--- src/rtl/fetch_ctrl.sv ---
// Instruction-fetch controller: owns the PC, fills IF/ID, delayed-branch redirects.
// Optional fetch-address checking is enabled by defining FETCH_ALIGN_CHK_EN.
//
// state | meaning
// BOOT  | first cycle after reset release, nothing captured
// RUN   | normal fetch, capture on every unstalled edge
// HALT  | fetch-address fault seen, frozen until reset
module fetch_ctrl #(
  parameter logic [31:0] RESET_PC      = 32'h0000_3000,
  parameter int          IM_DEPTH_LOG2 = 10
) (
  input  logic        clk,
  input  logic        reset_n,
  input  logic        stall,
  input  logic        redirect_valid,
  input  logic [31:0] redirect_pc,
  output logic [31:0] im_addr,
  input  logic [31:0] im_instr,
  output logic        if_valid,
  output logic [31:0] if_instr,
  output logic [31:0] if_pc,
  output logic [31:0] if_pc8,
  output logic [31:0] fetch_cnt,
  output logic        fault
);

  typedef enum logic [1:0] {
    BOOT = 2'd0,
    RUN  = 2'd1,
    HALT = 2'd2
  } state_t;

  // 33-bit window bounds so RESET_PC near the top of the space cannot wrap
  localparam logic [32:0] WIN_LO = {1'b0, RESET_PC};
  localparam logic [32:0] WIN_HI = WIN_LO + (33'd4 << IM_DEPTH_LOG2);

`ifdef FETCH_ALIGN_CHK_EN
  localparam bit CHK_EN = 1'b1;
`else
  localparam bit CHK_EN = 1'b0;
`endif

  state_t      state;
  state_t      state_nxt;
  logic [31:0] pc;
  logic [31:0] pend_pc;
  logic        pend_v;
  logic [31:0] next_pc;
  logic        addr_bad;
  logic        fault_det;
  logic        capture;
  logic        pc_load;
  logic        pend_set;
  logic        halt_hold;

  always_comb begin
    next_pc = pc + 32'd4;
    if (redirect_valid)
      next_pc = redirect_pc;
    else if (pend_v)
      next_pc = pend_pc;
  end

  assign addr_bad  = (next_pc[1:0] != 2'b00) ||
                     ({1'b0, next_pc} < WIN_LO) ||
                     ({1'b0, next_pc} >= WIN_HI);
  assign fault_det = CHK_EN && addr_bad;

  always_ff @(posedge clk) begin
    if (!reset_n)
      state <= BOOT;
    else
      state <= state_nxt;
  end

  always_comb begin
    state_nxt = state;
    case (state)
      BOOT:    state_nxt = RUN;
      RUN:     if (!stall && fault_det) state_nxt = HALT;
      HALT:    state_nxt = HALT;
      default: state_nxt = BOOT;
    endcase
  end

  always_comb begin
    capture   = (state == RUN) && !stall;
    pc_load   = capture && !fault_det;
    pend_set  = (state == RUN) && stall && redirect_valid;
    halt_hold = (state == HALT);
  end

  always_ff @(posedge clk) begin
    if (!reset_n) begin
      pc        <= RESET_PC;
      pend_pc   <= 32'd0;
      pend_v    <= 1'b0;
      if_valid  <= 1'b0;
      if_instr  <= 32'd0;
      if_pc     <= 32'd0;
      fetch_cnt <= 32'd0;
      fault     <= 1'b0;
    end else begin
      if (capture) begin
        if_instr  <= im_instr;
        if_pc     <= pc;
        if_valid  <= 1'b1;
        fetch_cnt <= fetch_cnt + 32'd1;
        pend_v    <= 1'b0;
      end
      if (pc_load)
        pc <= next_pc;
      // the faulting capture still lands; only the PC update is withheld
      if (capture && fault_det)
        fault <= 1'b1;
      if (pend_set) begin
        pend_pc <= redirect_pc;
        pend_v  <= 1'b1;
      end
      if (halt_hold)
        if_valid <= 1'b0;
    end
  end

  assign im_addr = pc;
  assign if_pc8  = if_pc + 32'd8;

endmodule

--- config.mk ---
export PLATFORM = sky130hd
export DESIGN_NAME = fetch_ctrl
export DESIGN_NICKNAME = d
export VERILOG_FILES = /design/src/rtl/fetch_ctrl.sv
export SDC_FILE = /design/constraint.sdc
export NUM_CORES = 1
export LEC_CHECK = 0
export ABC_CLOCK_PERIOD_IN_PS = 5000
export BUFFER_PORTS_ARGS = -buffer_cell sky130_fd_sc_hd__buf_2
export CORE_ASPECT_RATIO = 0.75
export CORE_MARGIN = 2
export CORE_UTILIZATION = 50
export CTS_CLUSTER_SIZE = 28
export DETAILED_ROUTE_END_ITERATION = 10
export GPL_TIMING_DRIVEN = 0
export PLACE_DENSITY = 0.78
export SYNTH_ARGS = -nofsm -noshare
export SYNTH_HDL_FRONTEND = slang
export SYNTH_SLANG_ARGS = --single-unit
--- constraint.sdc ---
create_clock -name clk -period 5 [get_ports clk]
set_input_delay 0.25 -clock clk [delete_from_list [all_inputs] [get_ports clk]]
set_output_delay 0.25 -clock clk [all_outputs]
set_load 0.05 [all_outputs]
==> impl_metrics.tcl <==
set metrics [dict create \
    status "finished, final reports clean" \
    switching_share 0.288 \
    root_buffer "clkbuf_16" \
    finalInstanceArea_sq_mm 0.00988 \
    clock_skew_ns 0.00676 \
    die_w_um 149 \
    min_period_ns 3.23 \
    synth_cell_types 61 \
    nets 1367 \
    slowest_stage "nor4_1" \
    clk_pin_slew_ns 0.07 \
    fp.dieH_um 113 \
    crit_top_cell "nand3_1" \
    post_cts.repair.setup_buffers 0 \
    clock.fmax_mhz 310 \
    use_met1 0.466 \
    cts_buffers 17 \
    diodes 0 \
    grt_util_met3 0.0931 \
    peakVddDrop_mv 0.266 \
    num_vias 8877 \
    drt_wl_total_um 27300 \
    grt_pass1_wl_um 42600 \
    placed_area_sq_mm 0.00927 \
    crit_arrival_ns 2.98 \
    port_buffers 228 \
    reg2reg_slack_ns 2.11 \
    finalHoldViolCount 0 \
    crit_path_start_kind "flip-flop" \
    crit_fanout 8 \
    cellPowerDensity_mw_per_mm2 323 \
    layout-drive-gt1-share 0.209 \
    critPathKind "flip-flop to output pin" \
    hold_path.class "input port to flip-flop" \
    p_sw_uw 919 \
    slew_headroom 0.198 \
    ys.flop_type "dfxtp_1" \
    gr-total-overflow 0 \
    dieArea_sq_mm 0.0168 \
    synth_top_cells_by_count "nand2_1, dfxtp_1, a21oi_1" \
    area_delta_synth_final_pct 25.5 \
    post_cts_resized 0 \
    synth-seq-cells 164 \
    crit_chain "ha_1 -> nand3_1 -> nor4_1 -> nand3_1 -> xnor2_1 -> buf_2" \
    yosysTopAreaCellShare 0.417 \
    leakage_nw 3.93 \
    clockBufferDepth 2 \
    async_flop_share 0 \
    yosys.area.top_type "dfxtp_1" \
    cts.sinks 164 \
    pwr-share-comb 0.136 \
    gp_congestion 0.986 \
    cpPeakStageDelay_ns 0.96 \
    cts_tree "built" \
    synth_edf_count 0 \
    grt_start_max_net_pins 17 \
    syn_nets 1120 \
    grt-busiest-layer "met2" \
    ys_warn_count 0 \
    seqPwrFrac 0.438 \
    grt_antenna_before_repair 0 \
    start_util 0.514 \
    pre_cts_ws_ns 2.22 \
    viasPerCell 5.87 \
    yosysMostFrequentCell "nand2_1" \
    rsz0062_at_grt "no" \
    grt_pass1_vias 7826 \
    drc_errors 0 \
    io_pins 230 \
    power.internal_mw 2.27 \
    syn-cell-area_sq_mm 0.00787 \
    hold_buffers 0 \
    insertion_delay_ns 0.43 \
    core-area_sq_mm 0.0153 \
    fin_setup_tns_ns 0 \
    cts-htree-levels 4 \
    drtIter0Drc 893 \
    ys_seq_area_frac 0.417 \
    core.rowCount 39 \
    track_usage 0.323 \
    dp_hpwl_um 20100 \
    synthCells 1049 \
    first_pass_iters 6 \
    wl_per_cell_um 18.1 \
    postRouteAntennaNets 0 \
    grt_use_met2 0.472 \
    period_share 0.645 \
    cp_data_required_time_ns 4.75 \
    synth_area_per_cell_sq_um 7.51 \
    drv_slew 0 \
    yosys-top-cells-area "dfxtp_1, nand2_1, a21oi_1" \
    tightest_slew_ns 1.19 \
    end_kind "output pin" \
    p_clk_frac 0.425 \
    fin_ws_ns 1.77 \
    setup_viol_count_final 0 \
    maxCapViolations 0 \
]
-- critical path, delay by kind of cell, from the launching register on --
kind | cells | cell delay [ns]
AND/OR/NAND/NOR | 3 | 1.36
flip-flops | 1 | 0.43
buffers and inverters | 1 | 0.30
XOR/XNOR | 1 | 0.24
adder cells (fa/ha/maj) | 1 | 0.21
-- sequential cells by signal, summed over array words and instances (netlist names) --
signal / count
fetch_cnt: 32
if_instr: 32
if_pc: 32
if_valid: 1
im_addr: 32
pend_pc: 32
pend_v: 1
state: 2
-- area by class of cell --
class	count	area, sq um
Multi-Input combinational cell	785	4200
Inverter	17	63.8
Timing Repair Buffer	228	1140
Sequential cell	164	3280
Clock inverter	11	150
Tap cell	205	256
Clock buffer	20	457
Buffer	83	335
Fill cell	1412	5440
-- per-stage QoR --
stage	total power [mW]	utilization	cells	hold slack, ns
floorplan	1.70	-	1049	0.386
global placement	1.85	0.605	1482	0.439
detailed placement	1.85	0.605	1482	0.443
CTS	3.19	0.645	1513	0.0474
global route	3.29	0.645	1513	0.0436
finish	3.19	0.645	1513	0.0465
-- cells in the final DEF, fill, tap and decap left out, drive strengths merged, types with 25 or more instances in the layout --
master,n
nor2,25
xnor2,29
nand4,25
nand3,43
clkbuf,92
nand2,268
dfxtp,164
o21ai,47
buf,239
a21oi,148
-- final timing paths --
kind | from | to | depth (start not counted)
hold / removal | im_instr[10] | if_instr[10] | 3
setup reg to reg | state[0] | im_addr[29] | 6
setup / recovery | if_pc[3] | if_pc8[29] | 6
hold reg to reg | if_instr[1] | if_instr[1] | 2
-- power by group through the flow --
| stage | combinational (mW) | clock [mW] | sequential, mW |
|---|---|---|---|
| floorplan | 0.174 | 0 | 1.53 |
| global placement | 0.425 | 0 | 1.42 |
| detailed placement | 0.427 | 0 | 1.42 |
| CTS | 0.428 | 1.36 | 1.40 |
| global route | 0.462 | 1.42 | 1.40 |
| finish | 0.435 | 1.36 | 1.40 |
-- logic make-up after synthesis --
family          count (synthesis)  share of synthesized area
simple gates                  478                      0.290
compound gates                259                      0.188
flops                         164                      0.417
buf+inv                       100                     0.0507
xor+xnor                       39                     0.0434
mux                             5                    0.00652
fa+ha+maj                       3                    0.00477
other cells                     1                   0.000476
-- per-layer routing --
| layer | share of wire | vias up |
|---|---|---|
| met5 | 0 | - |
| met4 | 0.027 | 0 |
| met3 | 0.12 | 65 |
| met2 | 0.41 | 575 |
| met1 | 0.44 | 4059 |
| li1 | - | 4178 |
Note: power is estimated with default switching activity, not from simulation.
